<file path="src/rtl/golden_nonce_tx_arbiter.sv">
// Round-robin arbiter funnelling per-core golden nonces through a small FIFO into one serial transmitter.
// Optional build macro DUPLICATE_FILTER_EN suppresses back-to-back retransmission of an identical nonce.
module golden_nonce_tx_arbiter #(
    parameter int NUM_CORES  = 8,
    parameter int FIFO_DEPTH = 4
) (
    input  logic                    clk,
    input  logic                    reset,
    input  logic [NUM_CORES-1:0]    nonce_valid,
    input  logic [32*NUM_CORES-1:0] nonce_in,
    input  logic                    new_work,
    input  logic                    tx_busy,
    output logic                    tx_send,
    output logic [31:0]             tx_word,
    output logic                    pending,
    output logic [7:0]              drop_count
);

    localparam int PTR_W  = (NUM_CORES > 1) ? $clog2(NUM_CORES) : 1;
    localparam int AW     = $clog2(FIFO_DEPTH);
    localparam int CNT_W  = AW + 1;
    localparam int DROP_W = 5;

    typedef enum logic [1:0] {IDLE, WAIT_BUSY, WAIT_IDLE} tx_state_t;

    function automatic logic [DROP_W-1:0] popcount(input logic [NUM_CORES-1:0] v);
        logic [DROP_W-1:0] n;
        n = '0;
        for (int i = 0; i < NUM_CORES; i++) n = n + DROP_W'(v[i]);
        return n;
    endfunction

    function automatic logic [7:0] sat_add(input logic [7:0] acc, input logic [DROP_W-1:0] inc);
        logic [8:0] sum;
        sum = {1'b0, acc} + 9'(inc);
        return sum[8] ? 8'hFF : sum[7:0];
    endfunction

    logic [NUM_CORES-1:0] hold_vld_p0;
    logic [31:0]          hold_data_p0 [NUM_CORES];
    logic [PTR_W-1:0]     rr_ptr;

    logic [31:0]          fifo_mem_p1 [FIFO_DEPTH];
    logic [AW-1:0]        wr_ptr;
    logic [AW-1:0]        rd_ptr;
    logic [CNT_W-1:0]     fifo_count;

    tx_state_t            state;
    logic                 timer;

    logic                 grant_vld;
    logic [PTR_W-1:0]     grant_idx;
    logic [NUM_CORES-1:0] taken;
    logic [NUM_CORES-1:0] drop_vec;
    logic                 fifo_empty;
    logic                 fifo_full;
    logic                 pop;
    logic                 push;
    logic                 dup_hit;
    logic                 send_now;
    logic [31:0]          head;
    logic [DROP_W-1:0]    drop_inc;

    // Round-robin search starting at rr_ptr, wrapping past the last core.
    always_comb begin
        int idx;
        logic [PTR_W-1:0] idx_w;
        grant_vld = 1'b0;
        grant_idx = '0;
        idx       = 0;
        idx_w     = '0;
        for (int i = 0; i < NUM_CORES; i++) begin
            idx = int'(rr_ptr) + i;
            if (idx >= NUM_CORES) idx = idx - NUM_CORES;
            idx_w = PTR_W'(idx);
            if (!grant_vld && hold_vld_p0[idx_w]) begin
                grant_vld = 1'b1;
                grant_idx = idx_w;
            end
        end
    end

    assign fifo_empty = (fifo_count == '0);
    assign fifo_full  = (fifo_count == CNT_W'(FIFO_DEPTH));
    assign head       = fifo_mem_p1[rd_ptr];
    // new_work discards everything queued, so nothing moves through the FIFO on that cycle.
    assign pop        = (state == IDLE) && !fifo_empty && !new_work;
    assign push       = grant_vld && (!fifo_full || pop) && !new_work;

`ifdef DUPLICATE_FILTER_EN
    logic [31:0] last_sent;
    assign dup_hit = pop && (head == last_sent);

    always_ff @(posedge clk) begin
        if (reset || new_work) last_sent <= 32'hFFFF_FFFF;
        else if (send_now)     last_sent <= head;
    end
`else
    assign dup_hit = 1'b0;
`endif

    assign send_now = pop && !dup_hit;

    always_comb begin
        taken    = '0;
        drop_vec = '0;
        if (push) taken[grant_idx] = 1'b1;
        for (int i = 0; i < NUM_CORES; i++)
            drop_vec[i] = nonce_valid[i] && hold_vld_p0[i] && !taken[i] && !new_work;
    end

    assign drop_inc = popcount(drop_vec) + DROP_W'(dup_hit);

    // Capture stage: strobe -> per-core hold register.
    always_ff @(posedge clk) begin
        if (reset || new_work) begin
            hold_vld_p0 <= '0;
        end else begin
            for (int i = 0; i < NUM_CORES; i++) begin
                if (nonce_valid[i] && (!hold_vld_p0[i] || taken[i])) hold_vld_p0[i] <= 1'b1;
                else if (taken[i])                                   hold_vld_p0[i] <= 1'b0;
            end
        end
    end

    always_ff @(posedge clk) begin
        for (int i = 0; i < NUM_CORES; i++)
            if (nonce_valid[i] && (!hold_vld_p0[i] || taken[i]))
                hold_data_p0[i] <= nonce_in[32*i +: 32];
    end

    always_ff @(posedge clk) begin
        if (reset)
            rr_ptr <= '0;
        else if (push)
            rr_ptr <= (int'(grant_idx) == NUM_CORES - 1) ? '0 : grant_idx + PTR_W'(1);
    end

    // Queue stage: granted hold -> FIFO.
    always_ff @(posedge clk) begin
        if (reset || new_work) begin
            wr_ptr     <= '0;
            rd_ptr     <= '0;
            fifo_count <= '0;
        end else begin
            if (push) wr_ptr <= wr_ptr + AW'(1);
            if (pop)  rd_ptr <= rd_ptr + AW'(1);
            case ({push, pop})
                2'b10:   fifo_count <= fifo_count + CNT_W'(1);
                2'b01:   fifo_count <= fifo_count - CNT_W'(1);
                default: fifo_count <= fifo_count;
            endcase
        end
    end

    always_ff @(posedge clk) begin
        if (push) fifo_mem_p1[wr_ptr] <= hold_data_p0[grant_idx];
    end

    // Transmit stage: FIFO head -> serial_transmit handshake.
    always_ff @(posedge clk) begin
        if (reset) begin
            state   <= IDLE;
            tx_send <= 1'b0;
            tx_word <= '0;
            timer   <= 1'b0;
        end else begin
            tx_send <= 1'b0;
            case (state)
                IDLE: begin
                    if (send_now) begin
                        tx_word <= head;
                        tx_send <= 1'b1;
                        timer   <= 1'b0;
                        state   <= WAIT_BUSY;
                    end
                end
                WAIT_BUSY: begin
                    // A transmitter that never answers must not wedge the queue.
                    if (tx_busy || timer) state <= WAIT_IDLE;
                    else                  timer <= 1'b1;
                end
                WAIT_IDLE: begin
                    if (!tx_busy) state <= IDLE;
                end
                default: state <= IDLE;
            endcase
        end
    end

    always_ff @(posedge clk) begin
        if (reset) begin
            drop_count <= '0;
            pending    <= 1'b0;
        end else begin
            drop_count <= sat_add(drop_count, drop_inc);
            pending    <= !fifo_empty || (state != IDLE) || (|hold_vld_p0);
        end
    end

endmodule

</file>
<file path="config.mk">
export PLATFORM = sky130hd
export DESIGN_NAME = golden_nonce_tx_arbiter
export DESIGN_NICKNAME = d
export VERILOG_FILES = /design/src/rtl/golden_nonce_tx_arbiter.sv
export SDC_FILE = /design/constraint.sdc
export NUM_CORES = 1
export LEC_CHECK = 0
export CAP_MARGIN = 5
export CORE_MARGIN = 2
export CORE_UTILIZATION = 50
export CTS_CLUSTER_DIAMETER = 100
export DETAILED_ROUTE_END_ITERATION = 12
export PLACE_DENSITY = 0.85
export SLEW_MARGIN = 20
export SYNTH_ARGS = -nofsm -noshare
export SYNTH_HDL_FRONTEND = slang
export SYNTH_SLANG_ARGS = --single-unit
</file>
<file path="constraint.sdc">
create_clock -name clk -period 15.5 [get_ports clk]
set_input_delay 4.65 -clock clk [delete_from_list [all_inputs] [get_ports clk]]
set_output_delay 4.65 -clock clk [all_outputs]
set_load 0.01 [all_outputs]
</file>
==> results of run 1 <==
stage by stage:
stage / cell area [um^2] / hold slack (ns) / worst slack (ns) / total power [W] / instances
2_1_floorplan: 18400 / 0.441 / 6.72 / 0.00311 / 1151
3_3_place_gp: 21800 / 0.445 / 5.49 / 0.00359 / 1870
3_5_place_dp: 21900 / 0.449 / 5.22 / 0.00365 / 1872
4_1_cts: 23200 / 0.457 / 5.75 / 0.00468 / 1949
5_1_grt: 23300 / 0.476 / 5.35 / 0.00487 / 1952
6_report: 23300 / 0.455 / 5.69 / 0.00466 / 1952
logic make-up (layout without fill, tap and decap cells):
family,after synthesis,after routing,share of synthesized area (%)
AO/OA/AOI/OAI,184,184,7.26
AND/OR/NAND/NOR,197,197,4.88
XOR/XNOR,12,12,0.572
other,0,3,0
flip-flops,447,447,69.6
buffers and inverters,104,434,2.80
multiplexers,188,188,13.4
adder cells (fa/ha/maj),19,19,1.54
worst min path at each step:
stage / start / endpoint / slack (ns) / depth (start not counted)
final: tx_word[16] / tx_word[16] / 0.45 / 2
after global routing: tx_word[16] / tx_word[16] / 0.48 / 2
after CTS: tx_word[16] / tx_word[16] / 0.46 / 2
after detailed placement: tx_word[16] / tx_word[16] / 0.45 / 2
after global placement: tx_word[30] / tx_word[30] / 0.45 / 2
after floorplan: timer / timer / 0.44 / 2
tightest hold or removal path, cell delays in order (launching register included):
cell and delay (ns):
dfxtp_1 0.31, nand2_1 0.05, a21oi_1 0.05
placed cells by master, fill, tap and decap left out, types with 7 or more instances in the layout:
cell type	instances
edfxtp_1	384
clkdlybuf4s50_1	308
mux2i_1	140
nand2_1	77
a22o_1	61
dfxtp_1	61
nor2_1	60
a21oi_1	57
mux4_2	46
clkbuf_16	44
inv_1	35
o21ai_0	13
ha_1	13
clkbuf_1	10
clkinv_1	9
o21ai_1	8
buf_4	8
nand3_1	7
clkinv_2	7
power by group:
| group | leakage [nW] | switching [W] | total [W] | internal [W] |
|---|---|---|---|---|
| combinational | 3.49 | 0.00115 | 0.00191 | 0.000762 |
| sequential | 4.15 | 0.0000540 | 0.00173 | 0.00168 |
| clock | 0.675 | 0.000431 | 0.00102 | 0.000590 |
| total | 8.32 | 0.00163 | 0.00466 | 0.00303 |
state kept, by name, summed over array words and instances, names as in the netlist:
name and cells:
rd_ptr 2, rr_ptr 3, drop_count 8, tx_send 1, hold_data_p0 256, state 2
wr_ptr 2, tx_word 32, fifo_count 3, fifo_mem_p1 128, pending 1, hold_vld_p0 8
timer 1
final cells by class:
class                   instances  area, um^2  area share [%]
repair buffers                320        3220            13.8
clock inverters                19         176           0.759
multi-input cells             600        5140            22.1
clock buffers                  58        1190            5.13
well taps                     468         586            2.52
flip-flops and latches        447       12800            55.0
inverters                      37         139           0.597
diodes                          3        7.51          0.0323
routing by layer:
layer  vias to the layer above  track usage [%]  share of wire [%]
met5                         -                0                  0
met4                         0             9.18                3.7
met3                        93             4.07                7.1
met2                       548             40.3                 49
met1                      5566             32.8                 40
li1                       5032                -                  -
==> metrics.yaml, run 1 <==
status:
  status: "finished, final reports clean"
yosys:
  synth_cell_types: 69
  synth_common_cells: "384 x edfxtp_1, 140 x mux2i_1, 77 x nand2_1, 63 x dfxtp_1"
  synthArstFlopShare_pct: 0
  synth_warnings: 0
  synth_fp_nets: 1438
  synth_top_area_cell: "edfxtp_1"
  syn_area_mm2: 0.0184
  synthMostInstantiatedCell: "edfxtp_1"
  avgSynthCellArea_um2: 16.0
  seq_area_frac_synth_pct: 69.6
  ys.flop_type: "edfxtp_1"
  ys_ff_latch: 447
  synthCells: 1151
  synth.area.top_cells: "edfxtp_1 63%, mux2i_1 7.6%, dfxtp_1 6.9%"
  post-synth-top-area-fraction_pct: 62.7
  synth_edf_count: 384
power_and_ir_drop:
  ir_drop_mv: 0.250
  pwr_density_cell_mw_per_mm2: 201
  cellLeakagePower_nw: 8.32
worst_setup_path:
  critPathArrivalTime_ns: 10.26
  crit_required_ns: 15.95
  endpoint: "drop_count[3]"
  reg2reg_to: "drop_count[3]"
  rrSetupSlack_ns: 7.13
  crit_start: "new_work"
  path_class: "in -> reg"
  cp_top_family: "adder cells"
  cp.depth: 22
  critPathLaunchType: "input pin"
  slowest_delay_ns: 0.68
  cp-end-kind: "register"
  reg2reg_from: "rr_ptr[1]"
  crit_chain: "clkdlybuf4s50_1 > a21oi_1 > nand2_1 > nor2_1 > and2_1 > a21boi_1 > and3b_1 > fa_1 > inv_1 > fa_1 > inv_1 > fa_1 > inv_1 > fa_1 > inv_1 > fa_1 > a21oi_1 > nor2_1 > nor2_1 > nor2b_1 > nand4_1 > a21oi_1"
  crit_fanout: 12
  cp_slowest_cell: "clkdlybuf4s50_1"
  critPathBufInv: 5
  worstRegToRegCells: 27
  critPathMostFrequentCell: "fa_1"
die:
  dieArea_mm2: 0.0383
  start_util_pct: 50.5
  core_area_mm2: 0.0364
  io_pins: 310
  core.rowCount: 70
  die_w_um: 196
  die_y_um: 196
global_route:
  grt_pass1_vias: 11528
  grt_max_degree: 136
  track_usage_pct: 24.4
  grt_remaining_overflow: 0
  grt_first_pass_wirelength_um: 69600
  antenna_found_initial: 3
clocking:
  clock-root-buffer: "clkbuf_16"
  cts_buffers: 44
  cts_tree: "built"
  post_cts_resized: 0
  clk_latency_ns: 0.55
  hold_buffers: 0
  clkSinkCount: 447
  cts_buffer_depth: 3
  postCtsSetupBuffers: 0
  clk_pin_slew_ns: 0.06
  cts-htree-levels: 2
detailed_routing:
  antenna_left: 0
  viasPerCell: 5.76
  drtIter0Drc: 849
  num_vias: 11239
  drc: 0
  dr.pass1.iters: 6
  drt-total-wl_um: 46500
  wl_per_cell_um: 23.8
layout:
  area_growth_syn_to_layout_pct: 26.5
  fin_util_pct: 63.8
  layout-drive-gt1-share_pct: 10.1
  n_fill_cell: 2526
  finalNetCount: 1737
timing:
  hold_viol_final: 0
  setup_violations: 0
  rsz0062_at_grt: "false"
  tightest_slew_ns: 1.17
  post-route-period-util_pct: 63.3
  max_freq_ghz: 0.102
  finalCriticalPeriod_ns: 9.81
  setup_tns_ns: 0
  slew_violations: 0
  slew_headroom_pct: 22.1
  skew_ns: 0.0234
placement:
  io_buffers: 309
  dp_hpwl_um: 31400
  gp_congestion: 0.868
hold_path:
  worstHoldPathType: "reg -> reg"
run:
  drv_cap: 0
(Power assumes the default switching activity.)
==> run 2, diff against run 1 <==
--- a/config.mk
+++ b/config.mk
@@ -7,7 +7,7 @@
 export LEC_CHECK = 0
 export CAP_MARGIN = 5
 export CORE_MARGIN = 2
-export CORE_UTILIZATION = 50
+export CORE_UTILIZATION = 48
 export CTS_CLUSTER_DIAMETER = 100
 export DETAILED_ROUTE_END_ITERATION = 12
 export PLACE_DENSITY = 0.85
==> constraint.sdc (replaced) <==
create_clock -name clk -period 7.9 [get_ports clk]
set_input_delay 2.37 -clock clk [delete_from_list [all_inputs] [get_ports clk]]
set_output_delay 2.37 -clock clk [all_outputs]
set_load 0.01 [all_outputs]
==> metrics.yaml, run 2 (synthesis results as in run 1) <==
die:
  core.rowCount: 71  # +1.4%
  die_y_um: 200  # +2.0%
  dieArea_mm2: 0.0399  # +4.1%
  die_w_um: 200  # +2.0%
  io_pins: 310  # unchanged
  start_util_pct: 48.8  # -1.6 points
  core_area_mm2: 0.0377  # +3.4%
clocking:
  clkSinkCount: 447  # unchanged
  postCtsSetupBuffers: 0  # unchanged
  cts_buffer_depth: 3  # unchanged
  post_cts_resized: 0  # unchanged
  hold_buffers: 0  # unchanged
  clock-root-buffer: "clkbuf_16"
  cts_buffers: 45  # +2.3%
  cts-htree-levels: 2  # unchanged
  clk_latency_ns: 0.55  # about the same
  cts_tree: "built"
  clk_pin_slew_ns: 0.06  # about the same
placement:
  gp_congestion: 0.846  # -2.6%
  io_buffers: 309  # unchanged
  placed_area_mm2: 0.0219  # +0.21%
  dp_hpwl_um: 31700  # +1.0%
layout:
  seq_area_mm2: 0.0128  # unchanged
  n_fill_cell: 2752  # +8.9%
  area_growth_syn_to_layout_pct: 27.1
  final_cell_mix: "384 x edfxtp_1, 308 x clkdlybuf4s50_1, 140 x mux2i_1"
  postLayoutCellArea_mm2: 0.0234  # +0.48%
  top_register: "hold_data_p0"
  multiInputGateArea_mm2: 0.00515  # about the same
  reg_top3: "hold_data_p0 x256, fifo_mem_p1 x128, tx_word x32"
  largest_register_ffs: 256  # unchanged
  finalNetCount: 1742  # +0.29%
  layout-drive-gt1-share_pct: 10.8  # +0.68 points
  final_common_cell: "edfxtp_1"
power_and_ir_drop:
  pwr_density_cell_mw_per_mm2: 393  # +96%
  finalPower_w: 0.00919  # +97%
  cellLeakagePower_nw: 8.34  # +0.19%
  ir_drop_mv: 0.849  # +240%
timing:
  skew_ns: 0.0180  # -0.00537 ns
  hold_viol_final: 0  # unchanged
  slew_violations: 0  # unchanged
  max_freq_ghz: 0.138
  post-route-period-util_pct: 91.6
  setup_tns_ns: 0  # unchanged
  rsz0062_at_grt: "false"
  tightest_slew_ns: 1.12  # -0.0464 ns
  setup_violations: 0  # unchanged
  finalCriticalPeriod_ns: 7.24
  slew_headroom_pct: 25.4  # +3.3 points
worst_setup_path:
  crit_fanout: 16  # +4
  critPathBufInv: 5  # unchanged
  critPathArrivalTime_ns: 7.68  # -2.58 ns
  rrSetupSlack_ns: 0.66  # -6.47 ns
  crit_required_ns: 8.35  # -7.60 ns
  cp_slowest_cell: "ha_1"
  slowest_delay_ns: 0.80  # +0.12 ns
  critPathLaunchType: "register"
  path_class: "reg -> reg"
  cp_top_family: "adder cells"
  cp-end-kind: "register"
detailed_routing:
  antenna_left: 0  # unchanged
  drt-total-wl_um: 47700  # +2.6%
  num_vias: 11294  # +0.49%
  wl_per_cell_um: 23.8  # about the same
  drtIter0Drc: 911  # +7.3%
  drc: 0  # unchanged
  dr.pass1.iters: 5  # -1
  viasPerCell: 5.64  # -2.1%
global_route:
  met2_usage_pct: 40.0  # -0.27 points
  grt_max_degree: 135  # -0.74%
  grt_use_met3_pct: 4.34  # +0.26 points
  busiest_layer: "met2"
  grt_first_pass_wirelength_um: 70300  # +0.93%
  track_usage_pct: 24.0  # -0.37 points
  grt_pass1_vias: 11602  # +0.64%
  gr-usage-met1_pct: 32.0  # -0.78 points
  grt_remaining_overflow: 0  # unchanged
  antenna_found_initial: 1  # -2
run:
  drv_cap: 0  # unchanged
status:
  status: "finished, final reports clean"
hold_path:
  worstHoldPathType: "reg -> reg"
-- run 2: cell types whose count changed in the layout (fill, tap and decap cells not counted), moves of 2 or more --
cell        before  now
clkbuf_8         4    0
buf_4            8   13
clkbuf_16       44   46
clkbuf_1        10    6
clkinv_1         9   13
clkinvlp_4       0    5
-- run 2: per-stage QoR --
| stage | util (%) | worst slack [ns] | cells | hold WS [ns] |
|---|---|---|---|---|
| final | 62.0 | 0.663 | 2004 | 0.454 |
| after detailed placement | 58.2 | 0.406 | 1918 | 0.447 |
| after global placement | 58.2 | 0.587 | 1918 | 0.444 |
| after global routing | 62.0 | 0.170 | 2002 | 0.468 |
| after floorplan | - | 1.23 | 1151 | 0.441 |
| after CTS | 62.0 | 0.756 | 2000 | 0.455 |
-- run 2: worst reg2reg max path: stages (launching register included) --
cell and delay [ns]:
dfxtp_1 0.32, inv_1 0.12, ha_1 0.81, mux2i_1 0.29
mux4_2 0.28, nand3_1 0.11, a211oi_2 0.59, a311oi_1 0.21
o21ai_2 0.39, nor2_1 0.11, and2_1 0.19, a21boi_1 0.36
and3b_1 0.26, fa_1 0.17, inv_1 0.07, fa_1 0.55
inv_1 0.06, fa_1 0.53, inv_1 0.06, fa_1 0.44
inv_1 0.09, fa_1 0.20, a21oi_1 0.07, nor2_1 0.12
nor2_1 0.08, nor2b_1 0.20, nand4_1 0.24, a21oi_1 0.22
-- run 2: cell type report --
cell class              count  share of cell area, %
flip-flops and latches    447                   54.7
inverters                  37                  0.594
repair buffers            324                   13.8
multi-input cells         600                   22.0
diodes                      3                 0.0321
well taps                 511                   2.74
clock inverters            30                   1.04
clock buffers              52                   5.02
-- run 2: metal layers --
layer  wire, um  vias to the layer above  share of wire (%)
li1           -                     5044                  -
met1      19400                     5678                 41
met2      24000                      494                 50
met3       3260                       78                6.8
met4       1140                        0                2.4
met5          0                        -                  0
-- run 2: power breakdown --
part	total (W)	internal [W]	switching [W]	leakage [nW]
sequential	0.00340	0.00329	0.000106	4.15
combinational	0.00373	0.00149	0.00224	3.51
clock	0.00205	0.00117	0.000885	0.677
-- run 2: path summary, 6_finish.rpt --
check | cells after the start | end | startpoint
worst max-delay path | 27 | drop_count[0] | rr_ptr[0]
worst min-delay path | 2 | tx_word[15] | tx_word[15]
worst max register to register | 27 | drop_count[0] | rr_ptr[0]
worst min register to register | 2 | tx_word[15] | tx_word[15]
==> run 3, diff against run 2 <==
--- a/config.mk
+++ b/config.mk
@@ -6,7 +6,6 @@
 export NUM_CORES = 1
 export LEC_CHECK = 0
 export CAP_MARGIN = 5
-export CORE_MARGIN = 2
 export CORE_UTILIZATION = 48
 export CTS_CLUSTER_DIAMETER = 100
 export DETAILED_ROUTE_END_ITERATION = 12
==> metrics.yaml, run 3 (synthesis results as in run 1) <==
die:
  io_pins: 310  # unchanged
  core_area_mm2: 0.0377  # unchanged
  dieArea_mm2: 0.0391  # -2.0%
  die_y_um: 198  # -1.0%
  start_util_pct: 48.8  # unchanged
  core.rowCount: 71  # unchanged
  die_w_um: 198  # -1.0%
worst_setup_path:
  critPathArrivalTime_ns: 7.71  # +0.03 ns
  crit_required_ns: 8.37  # +0.02 ns
  slowest_delay_ns: 0.88  # +0.08 ns
  cp-end-kind: "register"
  cp_slowest_cell: "ha_1"
  path_class: "reg -> reg"
  critPathBufInv: 5  # unchanged
  crit_fanout: 20  # +4
  cp_top_family: "adder cells"
  critPathLaunchType: "register"
global_route:
  grt_max_degree: 135  # unchanged
  grt_first_pass_wirelength_um: 70200  # -0.14%
  grt_pass1_vias: 11741  # +1.2%
  grt_remaining_overflow: 0  # unchanged
  antenna_found_initial: 1  # unchanged
  track_usage_pct: 24.4  # +0.44 points
layout:
  final_cell_mix: "384 x edfxtp_1, 308 x clkdlybuf4s50_1, 140 x mux2i_1"
  area_growth_syn_to_layout_pct: 27.5
  final_common_cell: "edfxtp_1"
  final_cells: 2004  # unchanged
  seq_area_mm2: 0.0128  # unchanged
  largest_register_ffs: 256  # unchanged
  n_fill_cell: 2723  # -1.1%
  layout-drive-gt1-share_pct: 10.8  # about the same
  reg_top3: "hold_data_p0 x256, fifo_mem_p1 x128, tx_word x32"
  top_register: "hold_data_p0"
  finalNetCount: 1741  # -0.057%
  multiInputGateArea_mm2: 0.00514  # about the same
clocking:
  clock-root-buffer: "clkbuf_16"
  cts_buffers: 46  # +2.2%
  post_cts_resized: 0  # unchanged
  clk_pin_slew_ns: 0.07  # about the same
  clkSinkCount: 447  # unchanged
  clk_latency_ns: 0.56  # about the same
  cts_buffer_depth: 3  # unchanged
  hold_buffers: 0  # unchanged
  postCtsSetupBuffers: 0  # unchanged
  cts-htree-levels: 2  # unchanged
  cts_tree: "built"
timing:
  slew_violations: 0  # unchanged
  finalCriticalPeriod_ns: 7.24  # -0.00117 ns
  tightest_slew_ns: 1.30  # +0.184 ns
  finalWorstSetupSlack_ns: 0.664  # +0.00117 ns
  setup_tns_ns: 0  # unchanged
  skew_ns: 0.0146  # -0.00341 ns
  slew_headroom_pct: 13.1  # -12 points
  max_freq_ghz: 0.138  # about the same
  post-route-period-util_pct: 91.6  # about the same
  hold_viol_final: 0  # unchanged
  setup_violations: 0  # unchanged
  rsz0062_at_grt: "false"
detailed_routing:
  antenna_left: 0  # unchanged
  drt-total-wl_um: 47600  # -0.36%
  wl_per_cell_um: 23.7  # -0.36%
  drtIter0Drc: 831  # -8.8%
  num_vias: 11241  # -0.47%
  dr.pass1.iters: 5  # unchanged
  viasPerCell: 5.61  # -0.47%
  drc: 0  # unchanged
run:
  drv_cap: 0  # unchanged
placement:
  dp_slack_ns: 0.439  # +0.0329 ns
  placed_cells: 1916  # -0.10%
  io_buffers: 309  # unchanged
  gp_congestion: 0.857  # +1.3%
  dp_hpwl_um: 31700  # about the same
hold_path:
  worstHoldPathType: "reg -> reg"
power_and_ir_drop:
  p_clk_share_pct: 23.2  # +0.9 points
  p_int_w: 0.00606  # +1.9%
  swShare_pct: 35.2  # about the same
  ir_drop_mv: 0.749  # -12%
  pwr_density_cell_mw_per_mm2: 399  # +1.6%
  seqPwrFrac_pct: 36.3  # -0.7 points
  p_comb_share_pct: 40.5  # -0.2 points
  p_sw_w: 0.00329  # +1.8%
  cellLeakagePower_nw: 8.38  # +0.51%
status:
  status: "finished, final reports clean"
## run 3: path summary, 6_finish.rpt
kind                                   from            end  slack, ns  cells past startpoint
worst max register to register    rr_ptr[1]  drop_count[0]       0.66                     27
worst min register to register  tx_word[16]    tx_word[16]       0.45                      2
worst max-delay path              rr_ptr[1]  drop_count[0]       0.66                     27
worst min-delay path            tx_word[16]    tx_word[16]       0.45                      2
## run 3: worst register-to-register path, stage by stage (launching register included)
cell and delay [ns]:
dfxtp_1 0.33, inv_1 0.12, ha_1 0.89, mux2i_1 0.30
mux4_2 0.29, nand3_1 0.11, a211oi_2 0.54, a311oi_1 0.20
o21ai_2 0.42, nor2_1 0.10, and2_1 0.20, a21boi_1 0.35
and3b_1 0.25, fa_1 0.17, inv_1 0.05, fa_1 0.55
inv_1 0.06, fa_1 0.52, inv_1 0.05, fa_1 0.45
inv_1 0.09, fa_1 0.20, a21oi_1 0.08, nor2_1 0.12
nor2_1 0.09, nor2b_1 0.18, nand4_1 0.23, a21oi_1 0.22
## run 3: cell type report
class	instances	area share (%)
tap	511	2.73
multi-input combinational	600	21.9
clock inverter	23	1.05
sequential	447	54.6
clock buffer	62	5.39
timing repair buffer	322	13.7
antenna	2	0.0214
inverter	37	0.592
## run 3: through the flow
stage                     area, um^2  util (%)  total power [W]  hold slack, ns
final                          23400      62.2          0.00936           0.455
after global routing           23400      62.2          0.00973           0.472
after CTS                      23400      62.2          0.00936           0.458
after detailed placement       21900      58.2          0.00717           0.450
after global placement         21900      58.2          0.00705           0.445
after floorplan                18400         -          0.00609           0.441
## run 3: metal layers
metal	up-vias	routed length (um)	global-route usage [%]
li1	5052	-	-
met1	5576	19600	32.6
met2	509	23100	39.9
met3	104	3180	4.55
met4	0	1630	9.47
met5	-	0	0
## run 3: power by group through the flow
stage / Sequential, W / Clock [W] / Combinational [W]
6_report: 0.00340 / 0.00217 / 0.00379
3_3_place_gp: 0.00342 / 0 / 0.00363
2_1_floorplan: 0.00341 / 0 / 0.00269
5_1_grt: 0.00342 / 0.00230 / 0.00401
4_1_cts: 0.00340 / 0.00220 / 0.00377
3_5_place_dp: 0.00344 / 0 / 0.00373
==> RTL change, RTL diff (config.mk and constraints of run 1) <==
Register the output `tx_word` once more, cleared by the reset; this adds one clock of latency there. The other outputs are not delayed to match.
--- a/src/rtl/golden_nonce_tx_arbiter.sv
+++ b/src/rtl/golden_nonce_tx_arbiter.sv
@@ -24,4 +24,6 @@
     typedef enum logic [1:0] {IDLE, WAIT_BUSY, WAIT_IDLE} tx_state_t;
 
+    logic [31:0] tx_word_s0;
+
     function automatic logic [DROP_W-1:0] popcount(input logic [NUM_CORES-1:0] v);
         logic [DROP_W-1:0] n;
@@ -163,5 +165,5 @@
             state   <= IDLE;
             tx_send <= 1'b0;
-            tx_word <= '0;
+            tx_word_s0 <= '0;
             timer   <= 1'b0;
         end else begin
@@ -170,5 +172,5 @@
                 IDLE: begin
                     if (send_now) begin
-                        tx_word <= head;
+                        tx_word_s0 <= head;
                         tx_send <= 1'b1;
                         timer   <= 1'b0;
@@ -199,4 +201,12 @@
     end
 
+    always_ff @(posedge clk) begin
+        if (reset) begin
+            tx_word <= '0;
+        end else begin
+            tx_word <= tx_word_s0;
+        end
+    end
+
 endmodule
 
Behaviour: not the same (Yosys sat finds a counterexample within 4 cycles, from zero or initial values and one cycle with reset high).
==> RTL change against run 1 <==
Core utilization decreased by 0.68 points. Register-to-register slack got worse by 1.0 ns. Cell count increased by 16%. Wire length increased by 15%. Total power rose by 9.8%. Synthesized area is 9.0% higher. Die area is 8.8% higher. Final area grew 7.6%. Sequential power up 8%. Setup slack improved by 0.22 ns. Global-route usage up 1.1 points. Sequential cell count is 32 higher. Non-clock buffer count rose by 2. Largest cell class unchanged.
==> RTL change: results (changes against run 1) <==
| Metric | Value |
|---|---|
| Flop+latch power | `1.87 mW (was 1.73 mW)` |
| FF-to-FF End | `drop_count[1]$_SDFF_PP0_ (was drop_count[3]$_SDFF_PP0_)` |
| Vias per inst | `5.97 (was 5.76)` |
| Top Layer Used | `met5 (was met4)` |
| First-pass GRT wire length | `80100 um (was 69600 um)` |
| Arrival @ worst endpoint | `10.08 ns (was 10.26 ns)` |
| Fmax | `104 MHz (was 102 MHz)` |
| Placed cells | `2172 (was 1872)` |
| Post-synthesis mux area share | `6.12% (was 13.4%)` |
| Global routing usage on met1 | `33.1% (was 32.8%)` |
| Vias in the first global route | `13900 (was 11500)` |
| Avg Cell Area, Syn | `14.0 sq um (was 16.0 sq um)` |
| Vias | `13500 (was 11200)` |
| Slowest CP cell | `a311oi_4 (was clkdlybuf4s50_1)` |
| Post-DP HPWL | `35300 um (was 31400 um)` |
| Status | `completed (unchanged)` |
| DRT Pass-1 Iters | `7 (was 6)` |
| CP Max Fanout | `16 (was 12)` |
| Routed wl met2 | `26000 um (was 22700 um)` |
| Gr usage total | `25.5% (was 24.4%)` |
| Pwr per Cell Area | `205 nW/um^2 (was 201 nW/um^2)` |
| Skew-Pair Late Insertion Delay | `0.58 ns (was 0.55 ns)` |
| Complex-gate fraction of the synthesized area | `12.9% (was 7.26%)` |
| Adder-cell share of the synthesized area | `1.41% (was 1.54%)` |
| Pre-CTS WS | `5.12 ns (was 5.22 ns)` |
| Met2 track demand over resource | `41.8% (was 40.3%)` |
| Worst path max stage delay | `0.73 ns (was 0.68 ns)` |
| CTS buffer count | `47 (was 44)` |
| Nets | `1984 (was 1737)` |
| Maximum vdd drop | `173 uV (was 250 uV)` |
| R2r setup slk | `6.11 ns (was 7.13 ns)` |
| Syn Nets | `1720 (was 1438)` |
RTL change: changes by cell type in the layout (fill, tap and decap cells not counted), sizes merged, moves of 5 or more:
cell	change
dfxtp	+32
inv	+117
nor4	+34
a211oi	+247
a22o	-60
a21boi	-5
nor2b	+26
nor2	-38
mux2i	-122
RTL change: layout make-up:
cell class | count | share of cell area [%]
Timing Repair Buffer | 322 | 12.9
Inverter | 154 | 2.31
Sequential cell | 479 | 53.7
Multi-Input combinational cell | 693 | 22.6
Clock buffer | 62 | 5.13
Clock inverter | 25 | 0.825
Tap cell | 525 | 2.62
RTL change: worst max-delay path by stage:
stage | start | endpoint | cells after the start
finish | new_work | drop_count[1]$_SDFF_PP0_ | 20
global route | new_work | drop_count[0]$_SDFF_PP0_ | 20
CTS | new_work | drop_count[1]$_SDFF_PP0_ | 20
global placement | new_work | drop_count[1]$_SDFF_PP0_ | 20
floorplan | new_work | drop_count[0]$_SDFF_PP0_ | 19
detailed placement | new_work | drop_count[0]$_SDFF_PP0_ | 20
